## src/rtl/dadda_mac_sched.sv

```systemverilog
// dadda_mac_sched: sequences operand pairs through an external 8x8 Dadda multiply-accumulate datapath.
// Optional build macro DADDA_MAC_SATURATE_EN clamps the accumulator at 16'hFFFF after the first carry-out.
module dadda_mac_sched #(
    parameter int unsigned SETTLE_CYC = 4,
    parameter int unsigned CNT_W      = 4,
    parameter int unsigned LEN_W      = 8
) (
    input  logic             clk,
    input  logic             rst,
    input  logic             in_valid,
    output logic             in_ready,
    input  logic [7:0]       in_a,
    input  logic [7:0]       in_b,
    input  logic             in_last,
    output logic [7:0]       dp_inp1,
    output logic [7:0]       dp_inp2,
    output logic [15:0]      dp_acc,
    input  logic [16:0]      dp_result,
    output logic             out_valid,
    input  logic             out_ready,
    output logic [15:0]      out_data,
    output logic             out_ovf,
    output logic [LEN_W-1:0] out_count,
    output logic             busy
);

    localparam int unsigned OP_W  = 8;
    localparam int unsigned ACC_W = 16;

    typedef enum logic [1:0] {
        IDLE    = 2'd0,
        SETTLE  = 2'd1,
        CAPTURE = 2'd2,
        DONE    = 2'd3
    } state_t;

    state_t            state;
    state_t            state_nxt;
    logic [CNT_W-1:0]  settle_cnt;
    logic              last_flag;
    logic [ACC_W-1:0]  acc;
    logic [ACC_W-1:0]  acc_nxt;
    logic              ovf_nxt;
    logic              release_res;

    assign release_res = out_valid && out_ready;
    assign dp_acc      = acc;
    assign out_data    = acc;

    // State register
    always_ff @(posedge clk) begin
        if (rst) begin
            state <= IDLE;
        end else begin
            state <= state_nxt;
        end
    end

    // Next-state logic
    always_comb begin
        state_nxt = state;
        unique case (state)
            IDLE:    if (in_valid) state_nxt = SETTLE;
            SETTLE:  if (settle_cnt == '0) state_nxt = CAPTURE;
            CAPTURE: state_nxt = last_flag ? DONE : IDLE;
            DONE:    if (release_res) state_nxt = IDLE;
            default: state_nxt = IDLE;
        endcase
    end

    // State-decoded outputs
    always_comb begin
        in_ready = 1'b0;
        busy     = 1'b1;
        if (state == IDLE) begin
            in_ready = 1'b1;
            busy     = 1'b0;
        end
    end

    // Accumulator update taken from the settled final-adder sum
    always_comb begin
        ovf_nxt = out_ovf | dp_result[16];
`ifdef DADDA_MAC_SATURATE_EN
        acc_nxt = ovf_nxt ? {ACC_W{1'b1}} : dp_result[ACC_W-1:0];
`else
        acc_nxt = dp_result[ACC_W-1:0];
`endif
    end

    // Operand, counter and result registers
    always_ff @(posedge clk) begin
        if (rst) begin
            dp_inp1    <= '0;
            dp_inp2    <= '0;
            acc        <= '0;
            out_ovf    <= 1'b0;
            out_count  <= '0;
            settle_cnt <= '0;
            last_flag  <= 1'b0;
            out_valid  <= 1'b0;
        end else begin
            unique case (state)
                IDLE: begin
                    if (in_valid) begin
                        dp_inp1    <= OP_W'(in_a);
                        dp_inp2    <= OP_W'(in_b);
                        last_flag  <= in_last;
                        settle_cnt <= CNT_W'(SETTLE_CYC - 1);
                    end
                end
                SETTLE: begin
                    if (settle_cnt != '0) begin
                        settle_cnt <= settle_cnt - 1'b1;
                    end
                end
                CAPTURE: begin
                    acc     <= acc_nxt;
                    out_ovf <= ovf_nxt;
                    if (out_count != {LEN_W{1'b1}}) begin
                        out_count <= out_count + 1'b1;
                    end
                end
                DONE: begin
                    // Valid asserts one cycle into DONE and holds until the consumer takes it
                    if (release_res) begin
                        out_valid <= 1'b0;
                        acc       <= '0;
                        out_ovf   <= 1'b0;
                        out_count <= '0;
                        dp_inp1   <= '0;
                        dp_inp2   <= '0;
                        last_flag <= 1'b0;
                    end else begin
                        out_valid <= 1'b1;
                    end
                end
                default: begin
                    out_valid <= 1'b0;
                end
            endcase
        end
    end

endmodule

```

## config.mk

```make
export PLATFORM = sky130hd
export DESIGN_NAME = dadda_mac_sched
export DESIGN_NICKNAME = d
export VERILOG_FILES = /design/src/rtl/dadda_mac_sched.sv
export SDC_FILE = /design/constraint.sdc
export NUM_CORES = 1
export LEC_CHECK = 0
export BUFFER_PORTS_ARGS = -buffer_cell sky130_fd_sc_hd__buf_2
export CORE_MARGIN = 5
export CORE_UTILIZATION = 40
export CTS_BUF_LIST = sky130_fd_sc_hd__clkbuf_16
export DETAILED_ROUTE_END_ITERATION = 8
export PLACE_DENSITY_LB_ADDON = 0.25
export SYNTH_ARGS = -nofsm -noshare
export SYNTH_HDL_FRONTEND = slang
export SYNTH_SLANG_ARGS = --single-unit
```

## constraint.sdc

```tcl
create_clock -name clk -period 1.5 [get_ports clk]
set_clock_uncertainty 0.1 [all_clocks]
set_input_delay 0.375 -clock clk [delete_from_list [all_inputs] [get_ports clk]]
set_output_delay 0.375 -clock clk [all_outputs]
set_load 0.02 [all_outputs]
```

==> impl_results.md, run 1 <==
- Status: complete, but fails checks
- Failing checks: setup timing
- Die Ht: approximately 80 um
- Number of synthesized flops with an enable pin: 0
- HP Class: in2reg
- Synth Register Bits: 49
- GRT Total Usage: 0.165
- # nets final: around 380
- Async SR Flop Fraction: 0
- Measured slew at the worst slew-check pin: slightly above 400 ps
- Starting Density: 0.410
- Top FF cell, synth: dfxtp_1
- Core ar.: roughly 5100 um^2
- Post-synth top area share: 0.468
- Synthesized-area fraction occupied by adder cells: 0.0179
- Worst path max stage delay: between 300 and 400 ps
- Wire per inst: approximately 14 um
- RSZ-0062 raised after global routing: true
- Htree depth: 2
- CP Capture Type: output pin
- Slowest CP cell: dfxtp_4
- Max Slew Vio Count: 0
- Crit path required time: approximately 1000 ps
- Initial DRC count: between 80 and 90
- Final worst-path cycle share: 1.07
- Worst path cell trace: buf_6 -> or2_4 -> inv_2 -> buf_6
- Cell accounting for the most synthesized area: dfxtp_1
- Peak VDD IR: about 0.61 mV
- Synth Area in Simple Gates: 0.189
- First-pass GRT wire length: 8730 um
- Grt total ovfl: 0
- Largest family of logic cells by synthesized area: compound AO/OA/AOI/OAI gates
- Final number of setup-violating endpoints: 7
- Multi-input gate area: between 900 and 1000 um^2
- FILL cells: about 460
- Dpl ws: -218 ps
- Setup Crit Path Kind: reg2out
- Drt first pass iters: 4
- Layout area overhead: 45.9%
- Die footprint: 6790 um^2
- Dpl hpwl: approximately 4000 um
- R2r setup slk: -70 ps
- FF-to-FF Start: settle_cnt[1]
- Most frequent cell after synthesis: dfxtp_1
- Startpoint Class: flip-flop
- WP data arrival: roughly 1100 ps
- DRC violations left: 0
- Synth Area in Compound Gates: 0.216
- F_max: 621 MHz
- Share of cells above drive strength 1: 0.497
- Top cells by area, synth: dfxtp_1 (47%), a22oi_1 (12%), nor2_1 (7.2%)
- Vias: a little over 2000
- Cts hold-fix bufs: 0
- Row count: 26
- Worst relative slew slack: 0.729
- Worst r2r path cells: 7
- PD cells: approximately 1100 nW/um^2
- Vias in the first global route: ~1900
- TritonCTS buffer count: 5
- CTS max path bufs: 2
- Gpl congestion: 0.821
- TritonCTS clock tree: built
- Largest net degree at the start of global routing: 29
- Crit path max fanout: 4
- Number of antenna violations at the first check in global routing: 0
- Root buf cell: clkbuf_16
- Worst skew pair latency: 280 ps
- RR Endpoint: state[0]
- CP startpoint: state[0]
- Final core utilization: 0.598
- Worst-path clk slew: 60 ps
- Mapped Nets: 273
- Num ports: 98
- Post-synthesis mux area share: 0
- Max-cap violations: 0
- Post-synth top cells: dfxtp_1 (49), nor2_1 (40), a22oi_1 (33)
- Register area: 996 um^2
- Minimum clock period after layout: about 1600 ps
- Via-to-Cell Ratio: 5.04
- Post-synth cell types: 42
- Syn Area/Cell: ~9 um^2
- CTS sink count: a little under 50
- Critical Path End: in_ready
- Die width: just over 80 um
- Antenna violation net count after detailed routing: 0
- Leakage power: ~1.4 nW
- DRT Wirelength: roughly 5700 um
- Setup WS post-layout: -109 ps
- Diodes inserted: 0
- Synth Area in XOR/XNOR: 0.00836
- Final hold vios: 0
- Cell area after synthesis: 2100 um^2
- Synth warn: 0
- Hold Slack: 241 ps
- CP most frequent cell: buf_6
- Cells after synthesis: approximately 230
- Seq/Total Area, Yosys: 0.468
- Number of port buffers: between 90 and 100
power by group:
group	leakage, nW	switching (mW)	internal [mW]
combinational	0.953	0.435	0.387
sequential	0.403	0.0538	1.39
clock	0.0633	0.444	0.602
total	1.42	0.933	2.38
cells in the final DEF, fill, tap and decap left out, types with 5 or more instances in the layout:
cell type  instances
dfxtp_1           41
o21ai_0            6
a22oi_1           31
buf_4             25
buf_2             95
clkbuf_16          5
a21oi_1           10
dfxtp_2            6
buf_6              7
nor2_1            40
state kept, by name, indices dropped and copies added (netlist names):
signal	flops
dp_acc	16
dp_inp1	8
dp_inp2	8
last_flag	1
out_count	8
out_ovf	1
out_valid	1
settle_cnt	4
state	2
final cells by class:
class	count	area share
clock inverters	2	0.00368
multi-input cells	149	0.327
repair buffers	131	0.269
flip-flops and latches	49	0.326
well taps	70	0.0287
inverters	4	0.00491
clock buffers	5	0.0409
worst max-delay path: cells and delay by family (launching register included):
| kind | cells | cell delay [ps] |
|---|---|---|
| and+or+nand+nor | 1 | 230 |
| buffers and inverters | 3 | 270 |
| DFF | 1 | 350 |
per-stage QoR:
step                      setup TNS (ps)  instances  cell area, um^2  total power, mW
final                               -351        410             3060             3.31
after global routing               -2700        410             3060             3.48
after CTS                           -295        405             2930             3.28
after detailed placement           -3910        390             2690             2.16
after global placement             -3030        390             2690             2.15
after floorplan                        0        232             2110             1.92
logic make-up after synthesis:
kind of cell / count (synthesis)
AOI/OAI and AO/OA: 65
xor gates and xnor gates: 2
adders and majority gates: 3
buffers and inverters: 35
DFF: 49
and+or+nand+nor: 78
routing by layer:
layer  global-route usage  vias to the layer above  wire length, um
met5                    0                        -                0
met1                0.217                      961             2460
li1                     -                     1032                -
met3               0.0510                        4              438
met4               0.0382                        0               31
met2                0.263                       71             2810
worst min-delay path by stage:
stage,from,end,slack [ps],cells past startpoint
after CTS,dp_result[12],dp_acc[12],240,3
after floorplan,settle_cnt[0],settle_cnt[0],370,1
after detailed placement,dp_inp2[6],dp_inp2[6],390,2
after global routing,dp_result[12],dp_acc[12],240,3
final,dp_result[5],dp_acc[5],240,3
after global placement,dp_inp1[0],dp_inp1[0],380,2
repair_timing:
action,4_1_cts,5_1_grt
setup buffers,8,4
resized for setup,15,23
setup endpoints to repair,28,47
gates cloned,0,1
pin swaps,5,9
(Power assumes the default switching activity.)
==> inputs of run 2 (changes only) <==
--- a/config.mk
+++ b/config.mk
@@ -10,7 +10,7 @@
 export CORE_UTILIZATION = 40
 export CTS_BUF_LIST = sky130_fd_sc_hd__clkbuf_16
 export DETAILED_ROUTE_END_ITERATION = 8
-export PLACE_DENSITY_LB_ADDON = 0.25
+export PLACE_DENSITY = 0.73
 export SYNTH_ARGS = -nofsm -noshare
 export SYNTH_HDL_FRONTEND = slang
 export SYNTH_SLANG_ARGS = --single-unit
==> impl_results.md, run 2 (synthesized netlist as in run 1, its figures left out) <==
- Status: complete, but fails checks
- Failing checks: setup timing
- DRC violations left: 0 (unchanged)
- # nets final: 383 (+0.52%)
- Initial DRC count: 78 (-4.9%)
- Worst path max stage delay: 350 ps (about the same)
- Cts hold-fix bufs: 0 (unchanged)
- Htree depth: 2 (unchanged)
- Root buf cell: clkbuf_16
- Worst relative slew slack: 0.791 (+0.0614)
- GRT Total Usage: 0.164 (-0.000493)
- Die Ht: 82.4 um (unchanged)
- Top delay family on crit path: flip-flops
- Layout area overhead: 52.8%
- Vias: 2050 (-0.87%)
- Wire per inst: 13.7 um (-2.0%)
- Max Slew Vio Count: 0 (unchanged)
- Starting Density: 0.410 (unchanged)
- Crit path required time: 1020 ps (about the same)
- Final hold vios: 0 (unchanged)
- Leakage power: 1.47 nW (+3.4%)
- Dpl ws: -181 ps (+36.9 ps)
- CP Capture Type: output pin
- CTS sink count: 49 (unchanged)
- CP most frequent cell: buf_6
- Share of cells above drive strength 1: 0.554 (+0.0569)
- Core ar.: 5110 um^2 (unchanged)
- Via-to-Cell Ratio: 4.96 (-1.6%)
- Diodes inserted: 0 (unchanged)
- Max-cap violations: 0 (unchanged)
- TritonCTS clock tree: built
- Largest net degree at the start of global routing: 31 (+6.9%)
- Num ports: 98 (unchanged)
- First-pass GRT wire length: 8740 um (+0.16%)
- Vias in the first global route: 1906 (+1.2%)
- Number of port buffers: 97 (unchanged)
- Dpl hpwl: 3870 um (-1.6%)
- Number of antenna violations at the first check in global routing: 0 (unchanged)
- Hold Slack: 234 ps (-6.87 ps)
- Minimum clock period after layout: 1630 ps (+18.2 ps)
- Grt total ovfl: 0 (unchanged)
- Crit path max fanout: 2 (-2)
- DRT Wirelength: 5670 um (-1.2%)
- RSZ-0062 raised after global routing: true
- PD cells: 1130 nW/um^2 (+4.0%)
- Final number of setup-violating endpoints: 4 (-3)
- Worst-path clk slew: 70 ps (about the same)
- R2r setup slk: -30 ps (+40 ps)
- Slowest CP cell: dfxtp_4
- Gpl congestion: 0.794 (-3.2%)
- HP Class: in2reg
- Setup WS post-layout: -127 ps (-18.2 ps)
- Tot Pwr: 3.60 mW (+8.9%)
- Die footprint: 6790 um^2 (unchanged)
- Row count: 26 (unchanged)
- Measured slew at the worst slew-check pin: 314 ps (-91.7 ps)
- Setup Crit Path Kind: reg2out
- WP data arrival: 1150 ps (+20 ps)
- Setup tns final: -285 ps (+66.0 ps)
- Worst skew pair latency: 280 ps (about the same)
- Final worst-path cycle share: 1.08 (+0.0121)
- Drt first pass iters: 4 (unchanged)
- F_max: 615 MHz (-1.1%)
- Most frequent cells in the layout: buf_2 (95), nor2_1 (40), dfxtp_1 (40)
- Worst path cell trace: buf_6 -> or2_4 -> inv_2 -> buf_6
- Startpoint Class: flip-flop
- Max FFs per register: 16 (unchanged)
- Peak VDD IR: 0.862 mV (+41%)
- Antenna violation net count after detailed routing: 0 (unchanged)
- Die width: 82.4 um (unchanged)
- Commonest non-fill, non-tap cell in the layout: buf_2
- WP buf/inv: 3 (unchanged)
- CTS max path bufs: 2 (unchanged)
- TritonCTS buffer count: 5 (unchanged)
[run 2: cell count changes in the layout (fill, tap and decap cells not counted), moves of 2 or more]
cell,change
buf_4,+3
o21ai_0,-2
buf_6,+2
o21ai_1,+2
a22oi_2,+12
a22oi_1,-12
buf_12,-2
[run 2: cell type report]
class	count	area [um^2]
tap	70	87.6
inverter	4	15.0
clock inverter	3	50.0
sequential	49	997
timing repair buffer	134	827
multi-input combinational	148	1100
fill	446	1910
clock buffer	5	125
[run 2: layer usage]
| layer | up-vias | global-route usage | share of wire |
|---|---|---|---|
| li1 | 1028 | - | - |
| met1 | 957 | 0.202 | 0.43 |
| met2 | 63 | 0.284 | 0.50 |
| met3 | 2 | 0.0390 | 0.065 |
| met4 | 0 | 0.0449 | 0.0026 |
| met5 | - | 0 | 0 |
[run 2: timing repair]
item / 4_1_cts / 5_1_grt
setup endpoints to repair: 34 / 43
buffers inserted: 10 / 3
pin swaps: 4 / 12
gates resized for setup: 17 / 43
[run 2: final timing paths]
path | from | to | depth (start not counted)
max | state[1] | in_ready | 4
min | in_b[1] | dp_inp2[1] | 3
max reg2reg | settle_cnt[0] | settle_cnt[1] | 5
min reg2reg | dp_inp1[5] | dp_inp1[5] | 2
[run 2: worst min-delay path, delay by kind of cell]
family                 cells  cell delay [ps]
AOI/OAI and AO/OA          1               60
buffers and inverters      1               80
and+or+nand+nor            1               70
[run 2: power by group]
| part | internal [mW] | switching (mW) | leakage [nW] | total [mW] |
|---|---|---|---|---|
| clock | 0.801 | 0.497 | 0.0859 | 1.30 |
| combinational | 0.405 | 0.453 | 0.978 | 0.859 |
| sequential | 1.39 | 0.0605 | 0.404 | 1.45 |
[run 2: through the flow]
step / cell area, um^2 / util / instances
2_1_floorplan: 2110 / - / 232
3_5_place_dp: 2680 / 0.524 / 392
5_1_grt: 3200 / 0.627 / 413
6_report: 3200 / 0.627 / 413
3_3_place_gp: 2680 / 0.524 / 392
4_1_cts: 2970 / 0.581 / 410
==> inputs of run 3 (changes only) <==
--- a/config.mk
+++ b/config.mk
@@ -7,10 +7,10 @@
 export LEC_CHECK = 0
 export BUFFER_PORTS_ARGS = -buffer_cell sky130_fd_sc_hd__buf_2
 export CORE_MARGIN = 5
-export CORE_UTILIZATION = 40
+export CORE_UTILIZATION = 25
 export CTS_BUF_LIST = sky130_fd_sc_hd__clkbuf_16
 export DETAILED_ROUTE_END_ITERATION = 8
-export PLACE_DENSITY = 0.73
+export RECOVER_POWER = 100
 export SYNTH_ARGS = -nofsm -noshare
 export SYNTH_HDL_FRONTEND = slang
 export SYNTH_SLANG_ARGS = --single-unit
==> impl_results.md, run 3 (synthesized netlist as in run 1, its figures left out) <==
- Startpoint Class: flip-flop
- HP Class: in2reg
- Final hold vios: 0 (unchanged)
- F_max: 606 MHz (-1.3%)
- Diodes inserted: 0 (unchanged)
- Number of port buffers: 97 (unchanged)
- Combinational Power Share: 0.258 (+0.020)
- TritonCTS clock tree: built
- Worst path max stage delay: 340 ps (about the same)
- Worst skew pair latency: 290 ps (about the same)
- Worst relative slew slack: 0.841 (+0.0504)
- Htree depth: 2 (unchanged)
- Peak VDD IR: 0.520 mV (-40%)
- Number of antenna violations at the first check in global routing: 0 (unchanged)
- Grt total ovfl: 0 (unchanged)
- Core ar.: 8180 um^2 (+60%)
- Sw Share: 0.298 (+0.0174)
- Commonest non-fill, non-tap cell in the layout: buf_2
- CTS max path bufs: 2 (unchanged)
- Row count: 33 (+27%)
- Cell-internal power: 2.41 mW (-7.1%)
- Largest net degree at the start of global routing: 50 (+61%)
- Num ports: 98 (unchanged)
- Via-to-Cell Ratio: 4.64 (-6.5%)
- Slowest CP cell: dfxtp_4
- FF-to-FF Start: settle_cnt[1]
- Layout area overhead: 50.8%
- Worst-path clk slew: 70 ps (about the same)
- Vias: 2070 (+0.98%)
- CP most frequent cell: buf_6
- Max-cap violations: 0 (unchanged)
- Cts hold-fix bufs: 0 (unchanged)
- R2r setup slk: -60 ps (-30 ps)
- RSZ-0062 raised after global routing: true
- # nets final: 381 (-0.52%)
- Failing checks: setup timing
- Max FFs per register: 16 (unchanged)
- Setup WS post-layout: -149 ps (-22.2 ps)
- Status: complete, but fails checks
- Share of cells above drive strength 1: 0.531 (-0.0231)
- Die footprint: 10300 um^2 (+52%)
- Starting Density: 0.256 (-0.154)
- Vias in the first global route: 1947 (+2.2%)
- WHS Endpoint: dp_acc[14]
- GRT Total Usage: 0.114 (-0.0497)
- Max Slew Vio Count: 0 (unchanged)
- RR Endpoint: settle_cnt[1]
- CTS sink count: 49 (unchanged)
- Most frequent cells in the layout: buf_2 (95), dfxtp_1 (41), nor2_1 (39)
- Leakage power: 1.45 nW (-1.3%)
- DRT Wirelength: 6200 um (+9.4%)
- Hold Crit Start: dp_result[14]
- Antenna violation net count after detailed routing: 0 (unchanged)
- DRC violations left: 0 (unchanged)
- Worst Hold Depth: 3 (unchanged)
- Initial DRC count: 80 (+2.6%)
- Dpl hpwl: 4130 um (+6.7%)
- TritonCTS buffer count: 5 (unchanged)
- First-pass GRT wire length: 9450 um (+8.1%)
- Final worst-path cycle share: 1.10 (+0.0148)
- Worst r2r path cells: 6 (+1)
- Measured slew at the worst slew-check pin: 238 ps (-76.3 ps)
- Hold Slack: 232 ps (-2.07 ps)
- Final core utilization: 0.387 (-0.240)
- Drt first pass iters: 4 (unchanged)
- Die width: 102 um (+23%)
- Crit path required time: 1020 ps (about the same)
- PD cells: 1090 nW/um^2 (-3.6%)
- Wire per inst: 13.9 um (+1.3%)
- NetSw: 1.02 mW (+1.1%)
- Flop pwr share: 0.421 (+0.019)
- Gpl congestion: 0.797 (+0.40%)
- Worst path cell trace: buf_6 -> or2_4 -> inv_2 -> buf_6
- Clock share of power: 0.321 (-0.039)
- Setup tns final: -397 ps (-111 ps)
- Crit path max fanout: 4 (+2)
- Minimum clock period after layout: 1650 ps (+22.2 ps)
- Die Ht: 102 um (+23%)
- WP data arrival: 1170 ps (+20 ps)
- Setup Crit Path Kind: reg2out
- CP Capture Type: output pin
- Root buf cell: clkbuf_16
- Final number of setup-violating endpoints: 6 (+2)
## run 3: area by class of cell
| class | instances | area [um^2] |
|---|---|---|
| clock inverter | 3 | 15.0 |
| tap | 105 | 131 |
| timing repair buffer | 132 | 830 |
| sequential | 49 | 996 |
| inverter | 4 | 15.0 |
| fill | 858 | 5010 |
| multi-input combinational | 148 | 1050 |
| clock buffer | 5 | 125 |
## run 3: worst max-delay path: cells and delay by family (launching register included)
| kind | cells | cell delay, ps |
|---|---|---|
| buffers and inverters | 3 | 290 |
| DFF | 1 | 340 |
| and+or+nand+nor | 1 | 250 |
## run 3: through the flow
stage | instances | area [um^2] | setup WS, ps | total power, mW
finish | 446 | 3160 | -149 | 3.43
global route | 446 | 3160 | -187 | 3.60
CTS | 436 | 2920 | -151 | 3.32
detailed placement | 423 | 2700 | -183 | 2.14
global placement | 423 | 2700 | -173 | 2.14
floorplan | 232 | 2110 | 15.0 | 1.92
## run 3: routing by layer
layer / global-route usage / wire, um / vias up
met5: 0 / 0 / -
met4: 0.0307 / 72 / 0
met3: 0.0317 / 369 / 7
met2: 0.192 / 3080 / 64
met1: 0.144 / 2670 / 975
li1: - / - / 1024
## run 3: how the worst max path moves through the flow
stage	startpoint	end	slack, ps	cells after the start
floorplan	state[0]	in_ready	10	4
global placement	out_ready	dp_inp1[2]	-170	5
detailed placement	out_ready	dp_inp1[5]	-180	5
CTS	state[1]	in_ready	-150	4
global route	state[0]	in_ready	-190	4
finish	state[0]	in_ready	-150	4
## run 3: repair_timing
item / in CTS / in global routing
pin swaps: 5 / 10
resized for setup: 15 / 31
endpoints found under the setup margin: 22 / 44
buffers inserted: 5 / 11
## run 3: power by group through the flow
stage	Clock, mW	Sequential [mW]	Combinational, mW
floorplan	0	1.54	0.378
global placement	0	1.47	0.674
detailed placement	0	1.47	0.678
CTS	1.14	1.44	0.740
global route	1.19	1.46	0.960
finish	1.10	1.44	0.885
